`src/rtl/event_latch_pkg.sv`:
```
// Shared state encoding, size limits and the round-robin pick used by event_latch_arbiter.
package event_latch_pkg;

  localparam int N_SRC_MAX = 16;
  localparam int IDX_W_MAX = 4;

  typedef enum logic [1:0] {
    IDLE   = 2'd0,
    OFFER  = 2'd1,
    RETIRE = 2'd2
  } arb_state_e;

  typedef struct packed {
    logic                 found;
    logic [IDX_W_MAX-1:0] idx;
  } pick_t;

  // First pending, unmasked source at or above ptr, wrapping at n_src rather than at a power of two.
  function automatic pick_t rr_pick(input logic [N_SRC_MAX-1:0] pending,
                                    input logic [N_SRC_MAX-1:0] mask,
                                    input logic [IDX_W_MAX-1:0] ptr,
                                    input int                   n_src);
    pick_t r;
    int    k;
    r.found = 1'b0;
    r.idx   = '0;
    for (int i = 0; i < N_SRC_MAX; i++) begin
      if (i < n_src) begin
        k = int'(ptr) + i;
        if (k >= n_src) k = k - n_src;
        if (!r.found && pending[k[IDX_W_MAX-1:0]] && !mask[k[IDX_W_MAX-1:0]]) begin
          r.found = 1'b1;
          r.idx   = k[IDX_W_MAX-1:0];
        end
      end
    end
    return r;
  endfunction

endpackage

```
`src/rtl/event_latch_cell.sv`:
```
// One sticky event latch: FLUSH beats SET, SET beats ACK-clear.
// Overflow flag present only when EVENT_LATCH_ARBITER_OVF_EN is defined.
module event_latch_cell (
  input  logic CLK,
  input  logic clocked_reset,
  input  logic i_set,
  input  logic i_clr,
  input  logic i_flush,
  input  logic i_ovf_clr,
  output logic o_pending,
  output logic o_ovf
);

  logic r_pending;

  // NOTE: non-blocking so every latch and the FSM update from the same pre-edge values.
  always_ff @(posedge CLK or posedge clocked_reset) begin
    if (clocked_reset)  r_pending <= 1'b0;
    else if (i_flush)   r_pending <= 1'b0;
    else if (i_set)     r_pending <= 1'b1;
    else if (i_clr)     r_pending <= 1'b0;
  end

  assign o_pending = r_pending;

`ifdef EVENT_LATCH_ARBITER_OVF_EN
  logic r_ovf;
  logic w_ovf_set;

  // A SET colliding with its own ACK re-arms the latch instead of losing the event.
  assign w_ovf_set = i_set & r_pending & ~i_clr & ~i_flush;

  always_ff @(posedge CLK or posedge clocked_reset) begin
    if (clocked_reset)   r_ovf <= 1'b0;
    else if (w_ovf_set)  r_ovf <= 1'b1;
    else if (i_ovf_clr)  r_ovf <= 1'b0;
  end

  assign o_ovf = r_ovf;
`else
  logic w_unused_ovf_clr;
  assign w_unused_ovf_clr = i_ovf_clr;
  assign o_ovf            = 1'b0;
`endif

endmodule

```
`src/rtl/event_latch_arbiter.sv`:
```
// Sticky event latches offered one at a time, round-robin, over a valid/ack handshake.
// Define EVENT_LATCH_ARBITER_OVF_EN to build the per-source "event lost" flags.
module event_latch_arbiter
  import event_latch_pkg::*;
#(
  parameter int N_SRC = 4
) (
  input  logic                     CLK,
  input  logic                     clocked_reset,
  input  logic [N_SRC-1:0]         SET,
  input  logic [N_SRC-1:0]         MASK,
  input  logic                     FLUSH,
  output logic                     REQ_VALID,
  output logic [$clog2(N_SRC)-1:0] REQ_ID,
  input  logic                     REQ_ACK,
  output logic [N_SRC-1:0]         PENDING,
  output logic [N_SRC-1:0]         OVF,
  input  logic                     OVF_CLR
);

  localparam int ID_W = $clog2(N_SRC);

  arb_state_e      r_state;
  arb_state_e      w_state_nxt;
  logic [ID_W-1:0] r_req_id;
  logic [ID_W-1:0] w_req_id_nxt;
  logic [ID_W-1:0] r_rr_ptr;
  logic [ID_W-1:0] w_rr_ptr_nxt;
  logic            r_req_valid;
  logic            w_ack_fire;
  pick_t           w_pick;
  logic            w_unused_pick_idx;

  assign w_ack_fire        = (r_state == OFFER) & REQ_ACK & ~FLUSH;
  assign w_pick            = rr_pick(N_SRC_MAX'(PENDING), N_SRC_MAX'(MASK),
                                     IDX_W_MAX'(r_rr_ptr), N_SRC);
  assign w_unused_pick_idx = ^w_pick.idx;

  // NOTE: every signal gets its default before the case so no path can infer a latch.
  always_comb begin
    w_state_nxt  = r_state;
    w_req_id_nxt = r_req_id;
    w_rr_ptr_nxt = r_rr_ptr;
    case (r_state)
      IDLE: begin
        if (w_pick.found) begin
          w_state_nxt  = OFFER;
          w_req_id_nxt = w_pick.idx[ID_W-1:0];
        end
      end
      OFFER: begin
        if (w_ack_fire) begin
          w_state_nxt  = RETIRE;
          w_rr_ptr_nxt = (r_req_id == ID_W'(N_SRC - 1)) ? '0 : r_req_id + 1'b1;
        end
      end
      RETIRE:  w_state_nxt = IDLE;
      default: w_state_nxt = IDLE;
    endcase
    // Flush aborts any offer but leaves the fairness pointer where it was.
    if (FLUSH) begin
      w_state_nxt  = IDLE;
      w_req_id_nxt = r_req_id;
    end
  end

  always_ff @(posedge CLK or posedge clocked_reset) begin
    if (clocked_reset) begin
      r_state     <= IDLE;
      r_req_id    <= '0;
      r_rr_ptr    <= '0;
      r_req_valid <= 1'b0;
    end else begin
      r_state     <= w_state_nxt;
      r_req_id    <= w_req_id_nxt;
      r_rr_ptr    <= w_rr_ptr_nxt;
      r_req_valid <= (w_state_nxt == OFFER);
    end
  end

  assign REQ_VALID = r_req_valid;
  assign REQ_ID    = r_req_id;

  for (genvar g = 0; g < N_SRC; g++) begin : g_cell
    event_latch_cell u_cell (
      .CLK          (CLK),
      .clocked_reset(clocked_reset),
      .i_set        (SET[g]),
      .i_clr        (w_ack_fire && (r_req_id == ID_W'(g))),
      .i_flush      (FLUSH),
      .i_ovf_clr    (OVF_CLR),
      .o_pending    (PENDING[g]),
      .o_ovf        (OVF[g])
    );
  end

endmodule

```
`config.mk`:
```
export PLATFORM = sky130hd
export DESIGN_NAME = event_latch_arbiter
export DESIGN_NICKNAME = d
export VERILOG_FILES = /design/src/rtl/event_latch_pkg.sv /design/src/rtl/event_latch_cell.sv /design/src/rtl/event_latch_arbiter.sv
export SDC_FILE = /design/constraint.sdc
export NUM_CORES = 1
export LEC_CHECK = 0
export CORE_ASPECT_RATIO = 2
export CORE_MARGIN = 1.5
export CORE_UTILIZATION = 29
export CTS_BUF_LIST = sky130_fd_sc_hd__clkbuf_16
export CTS_CLUSTER_SIZE = 20
export DETAILED_ROUTE_END_ITERATION = 12
export DONT_BUFFER_PORTS = 1
export GPL_ROUTABILITY_DRIVEN = 0
export PLACE_DENSITY = 0.54
export RECOVER_POWER = 25
export SYNTH_ARGS = -nofsm -noshare
export SYNTH_HDL_FRONTEND = slang
export SYNTH_SLANG_ARGS = --single-unit
```
`constraint.sdc`:
```
create_clock -name CLK -period 2.55 [get_ports CLK]
set_input_delay 0.6375 -clock CLK [delete_from_list [all_inputs] [get_ports CLK]]
set_output_delay 0.6375 -clock CLK [all_outputs]
set_load 0.01 [all_outputs]
```
==> impl_metrics.toml, run 1 <==
[outcome]
status = "complete, no violations"

[layout]
fin_cells = 128
fin_nets = 119
diodes = 0
nFillCells = 332
drive_gt1_share_pct = 14.43
syn2layout_area_growth_pct = 5.291

[global_route]
gr-total-overflow = 0
grt_pass1_wl_um = 3436
grt_usage_pct = 12.70
grt_pass1_vias = 738
grt_max_degree = 12
grt_antenna_before_repair = 0

[power_and_ir_drop]
leakage_nw = 0.4559
vdd_ir_drop_max_v = 0.0006505
powerDensity_mw_per_mm2 = 1085

[floorplanning]
dieArea_sq_mm = 0.003634
initial_core_util_pct = 29.96
die_y_um = 83.77
dieWidth_um = 43.39
row_count = 29
core_area_sq_mm = 0.003157
ios = 24

[sta]
drv_slew = 0
period_needed_ns = 2.248
rsz0062_at_grt = "false"
fmax_mhz = 444.8
period_share_pct = 88.17
setup_slack_ns = 0.3016
setup_viol = 0
hold_violations = 0
finalSetupTns_ns = 0
clock-skew-final_ns = 0.001227

[placed_design]
io_buffers = 0
hpwl_um = 1721
dp_cells = 124
post-place-ws_ns = 0.2947

[clock_tree]
cts_tree = "built"
postCtsSetupBuffers = 0
clock-root-buffer = "clkbuf_16"
cts_buffer_depth = 2
clk_pin_slew_ns = 0.04
clk_latency_ns = 0.24
htreeDepth = 1
hold_buffers = 0
cts-buffers-inserted = 3
cts_resized = 0
clock_sinks = 11

[logic_synthesis]
synth_area_sq_um = 945.9
ys_types = 35
syn_inst = 100
async_flop_share_pct = 100.0
synth_top_area_share_pct = 29.10
yosys_register_bits = 11
synth_top_cell_by_area = "dfrtp_1"
synth_ff_type = "dfrtp_1"
avgSynthCellArea_sq_um = 9.459
synth-edff-count = 0
synth_warnings = 0
synth-seq-area-share_pct = 29.10
synth_area_leaders = "dfrtp_1 (29%), ha_1 (11%), mux2i_1 (6.3%), buf_4 (6.3%), nand2_1 (4.4%)"

[worst_setup_path]
path_max_fanout = 8
reg2reg_slack_ns = 0.30
required_ns = 2.67
critPathBufInv = 1
cp-end-kind = "flip-flop"
crit_chain = "inv_1, ha_1, mux4_2, a211oi_2, a21oi_2, mux2_4"
worstRegToRegCells = 6
rr_startpoint = "r_rr_ptr[1]"
slowest_stage = "ha_1"
path_delay_family = "multiplexers"
startpoint_type = "flip-flop"
arrival_ns = 2.37
worstSetupPathType = "reg -> reg"
timing.rr.end = "REQ_ID[0]"
cpPeakStageDelay_ns = 0.48

[min_path]
hold_class = "in -> async"

[route]
wl_um = 2059
vias = 701
drt-pass1-iter-count = 4
postRouteAntennaNets = 0
viasPerCell = 5.477
drc = 0
drt_iter0_drc = 27
wl_per_cell_um = 16.09

[run]
drv_cap = 0
## final cells by class
class / count / area, sq um / area share (%)
multi-input combinational: 76 / 576.8 / 57.91
sequential: 11 / 275.3 / 27.64
clock buffer: 3 / 75.07 / 7.538
tap: 31 / 38.79 / 3.894
inverter: 5 / 18.77 / 1.884
timing repair buffer: 1 / 7.507 / 0.7538
clock inverter: 1 / 3.754 / 0.3769
## registers in the layout, summed over array words and instances (netlist names)
register	flops
REQ_ID	2
r_state	2
REQ_VALID	1
g_cell.u_cell.o_pending	4
r_rr_ptr	2
## worst max-delay path by stage
stage / from / to / depth (start not counted)
after CTS: r_rr_ptr[1] / REQ_ID[0] / 6
final: r_rr_ptr[1] / REQ_ID[0] / 6
after global placement: r_rr_ptr[1] / REQ_ID[0] / 6
after floorplan: r_rr_ptr[0] / REQ_ID[0] / 8
after global routing: r_rr_ptr[1] / REQ_ID[0] / 6
after detailed placement: r_rr_ptr[1] / REQ_ID[0] / 6
## Yosys cell counts (2+ instances only)
library cell / number
a21oi_1: 6
buf_6: 2
nor2_1: 9
nor3_1: 2
mux2_2: 2
nor2b_4: 3
buf_4: 8
o21ai_0: 2
o21bai_1: 2
dfrtp_1: 11
nand2b_1: 3
ha_1: 8
mux2i_1: 6
nand2_1: 11
inv_1: 4
a31oi_1: 2
## kinds of logic after synthesis
family	Yosys count	synth area share, %
compound gates	19	14.02
simple gates	34	19.31
flops	11	29.10
fa+ha+maj	8	10.58
other cells	1	0.3964
buf+inv	16	11.11
mux	11	15.48
## where the power goes
group,internal [mW],switching [mW]
registers,0.225,0.0712
logic,0.232,0.271
clock network,0.206,0.0759
## layout by cell type (no fill, tap or decap), types with 2 or more instances in the layout
| cell | n |
|---|---|
| mux2_2 | 2 |
| conb_1 | 4 |
| nand2b_1 | 3 |
| ha_1 | 8 |
| nor2_1 | 9 |
| a31oi_1 | 2 |
| mux2i_1 | 6 |
| dfrtp_1 | 11 |
| o21bai_1 | 2 |
| inv_1 | 5 |
| a21oi_1 | 6 |
| clkbuf_16 | 3 |
| nor2b_4 | 3 |
| o21ai_0 | 2 |
| nand2_1 | 11 |
| nor3_1 | 2 |
## metal layers
layer  GRT usage, %  vias to the layer above  wire [um]
met4          9.366                        0         67
met3          1.515                        9         94
met2          23.88                       31       1256
li1               -                      329          -
met5              0                        -          0
met1          11.19                      332        641
## per-stage QoR
| step | area [sq um] | total power [mW] | hold slack [ns] | utilization [%] |
|---|---|---|---|---|
| final | 996.0 | 1.080 | 0.2914 | 31.55 |
| after global routing | 996.0 | 1.166 | 0.3259 | 31.55 |
| after CTS | 996.0 | 1.094 | 0.2949 | 31.55 |
| after detailed placement | 917.1 | 0.8042 | 0.5469 | 29.05 |
| after global placement | 917.1 | 0.7915 | 0.5510 | 29.05 |
| after floorplan | 957.2 | 0.7464 | 0.4899 | - |
(Power assumes the default switching activity.)
==> inputs of run 2 (changes only) <==
==> constraint.sdc (replaced) <==
create_clock -name CLK -period 2.6 [get_ports CLK]
set_input_delay 0.65 -clock CLK [delete_from_list [all_inputs] [get_ports CLK]]
set_output_delay 0.65 -clock CLK [all_outputs]
set_load 0.01 [all_outputs]
==> run 2 against run 1 <==
Largest power group unchanged. Clock skew rose by 0.0014 ns. Non-clock buffer count is 1 higher. Via count did not move. Critical endpoint unchanged. Cell area up 0.75%. Critical path depth unchanged. Highest routed layer unchanged.
==> impl_metrics.toml, run 2 (synthesis gave the netlist of run 1 again) <==
[layout]
largest_register_ffs = 4
fin_nets = 120
syn2layout_area_growth_pct = 6.084
diodes = 0
drive_gt1_share_pct = 15.31
most-common-layout-cells = "dfrtp_1 (11), nand2_1 (11), nor2_1 (9)"

[worst_setup_path]
slowest_stage = "dfrtp_1"
arrival_ns = 2.18
path_max_fanout = 5
cp-end-kind = "flip-flop"
crit_chain = "inv_1, ha_1, mux4_2, a211oi_2, a21oi_2, mux2_4"
cpPeakStageDelay_ns = 0.44
worstSetupPathType = "reg -> reg"
required_ns = 2.72
startpoint_type = "flip-flop"

[placed_design]
hpwl_um = 1672
post-place-ws_ns = 0.5351
io_buffers = 0

[global_route]
busiest_layer = "met2"
grt_max_degree = 12
grt_use_met3_pct = 2.165
use_met2_pct = 24.42
grt_antenna_before_repair = 0
grt_usage_pct = 13.10
gr-total-overflow = 0
grt_pass1_wl_um = 3463
grt_pass1_vias = 758
grt_util_met1_pct = 10.87

[floorplanning]
row_count = 29
dieArea_sq_mm = 0.003634
initial_core_util_pct = 29.96
die_y_um = 83.77
dieWidth_um = 43.39
core_area_sq_mm = 0.003157
ios = 24

[sta]
clock-skew-final_ns = 0.002657
setup_viol = 0
holdWs_ns = 0.2869
rsz0062_at_grt = "false"
period_share_pct = 79.20
hold_violations = 0
drv_slew = 0
period_needed_ns = 2.059
finalSetupTns_ns = 0
setup_slack_ns = 0.5407
fmax_mhz = 485.6

[clock_tree]
htreeDepth = 1
clock_sinks = 11
clk_pin_slew_ns = 0.04
cts_buffer_depth = 2
clock-root-buffer = "clkbuf_16"
postCtsSetupBuffers = 0
cts-buffers-inserted = 3
cts_tree = "built"
cts_resized = 0
clk_latency_ns = 0.24
hold_buffers = 0

[power_and_ir_drop]
p_seq_share_pct = 26.9
power_mw = 1.082
powerDensity_mw_per_mm2 = 1079
p_comb_share_pct = 47.3
clockPowerShare_pct = 25.8
power_switching_mw = 0.4184
leakage_nw = 0.4608
p_int_mw = 0.6639
vdd_ir_drop_max_v = 0.0005361
swShare_pct = 38.65

[outcome]
status = "complete, no violations"

[route]
wl_um = 2020
postRouteAntennaNets = 0
viasPerCell = 5.434
drc = 0
wl_per_cell_um = 15.66
drt-pass1-iter-count = 5
vias = 701
drt_iter0_drc = 15

[run]
drv_cap = 0

[min_path]
hold_class = "in -> async"
run 2: changes by cell type in the layout (fill, tap and decap cells not counted):
| cell | previous run | this run |
|---|---|---|
| buf_4 | 1 | 2 |
run 2: through the flow:
| step | utilization [%] | instance area [sq um] | std cells |
|---|---|---|---|
| floorplan | - | 957.2 | 103 |
| global placement | 29.29 | 924.6 | 125 |
| detailed placement | 29.29 | 924.6 | 125 |
| CTS | 31.79 | 1003 | 129 |
| global route | 31.79 | 1003 | 129 |
| finish | 31.79 | 1003 | 129 |
run 2: final timing paths:
kind	startpoint	to	slack [ns]	cells after the start
max in group asynchronous	clocked_reset	REQ_VALID	2.02	1
worst max-delay path	r_rr_ptr[1]	REQ_ID[0]	0.54	6
min in group CLK	FLUSH	g_cell[3].u_cell.o_pending	0.47	1
worst min register to register	r_state[1]	REQ_VALID	0.59	3
worst max register to register	r_rr_ptr[1]	REQ_ID[0]	0.54	6
worst min-delay path	clocked_reset	g_cell[2].u_cell.o_pending	0.29	1
run 2: power groups by stage:
| stage | Clock (mW) | Sequential, mW | Combinational, mW |
|---|---|---|---|
| final | 0.279 | 0.291 | 0.512 |
| after global placement | 0 | 0.295 | 0.500 |
| after detailed placement | 0 | 0.296 | 0.511 |
| after floorplan | 0 | 0.278 | 0.454 |
| after CTS | 0.286 | 0.293 | 0.517 |
| after global routing | 0.293 | 0.301 | 0.570 |
run 2: metal layers:
layer  wire length [um]  up-vias
li1                   -      332
met5                  0        -
met2               1268       18
met1                616      347
met4                 67        0
met3                 68        4
run 2: layout make-up:
cell class / instances / area [sq um]
Fill cell: 329 / 2153
Multi-Input combinational cell: 76 / 576.8
Sequential cell: 11 / 275.3
Clock buffer: 3 / 75.07
Tap cell: 31 / 38.79
Inverter: 5 / 18.77
Timing Repair Buffer: 2 / 15.01
Clock inverter: 1 / 3.754
run 2: worst max-delay path: cells and delay by family, from the launching register on:
| kind | cells | cell delay, ns |
|---|---|---|
| DFF | 1 | 0.44 |
| adders and majority gates | 1 | 0.32 |
| AOI/OAI and AO/OA | 2 | 0.43 |
| buffers and inverters | 1 | 0.13 |
| muxes | 2 | 0.62 |
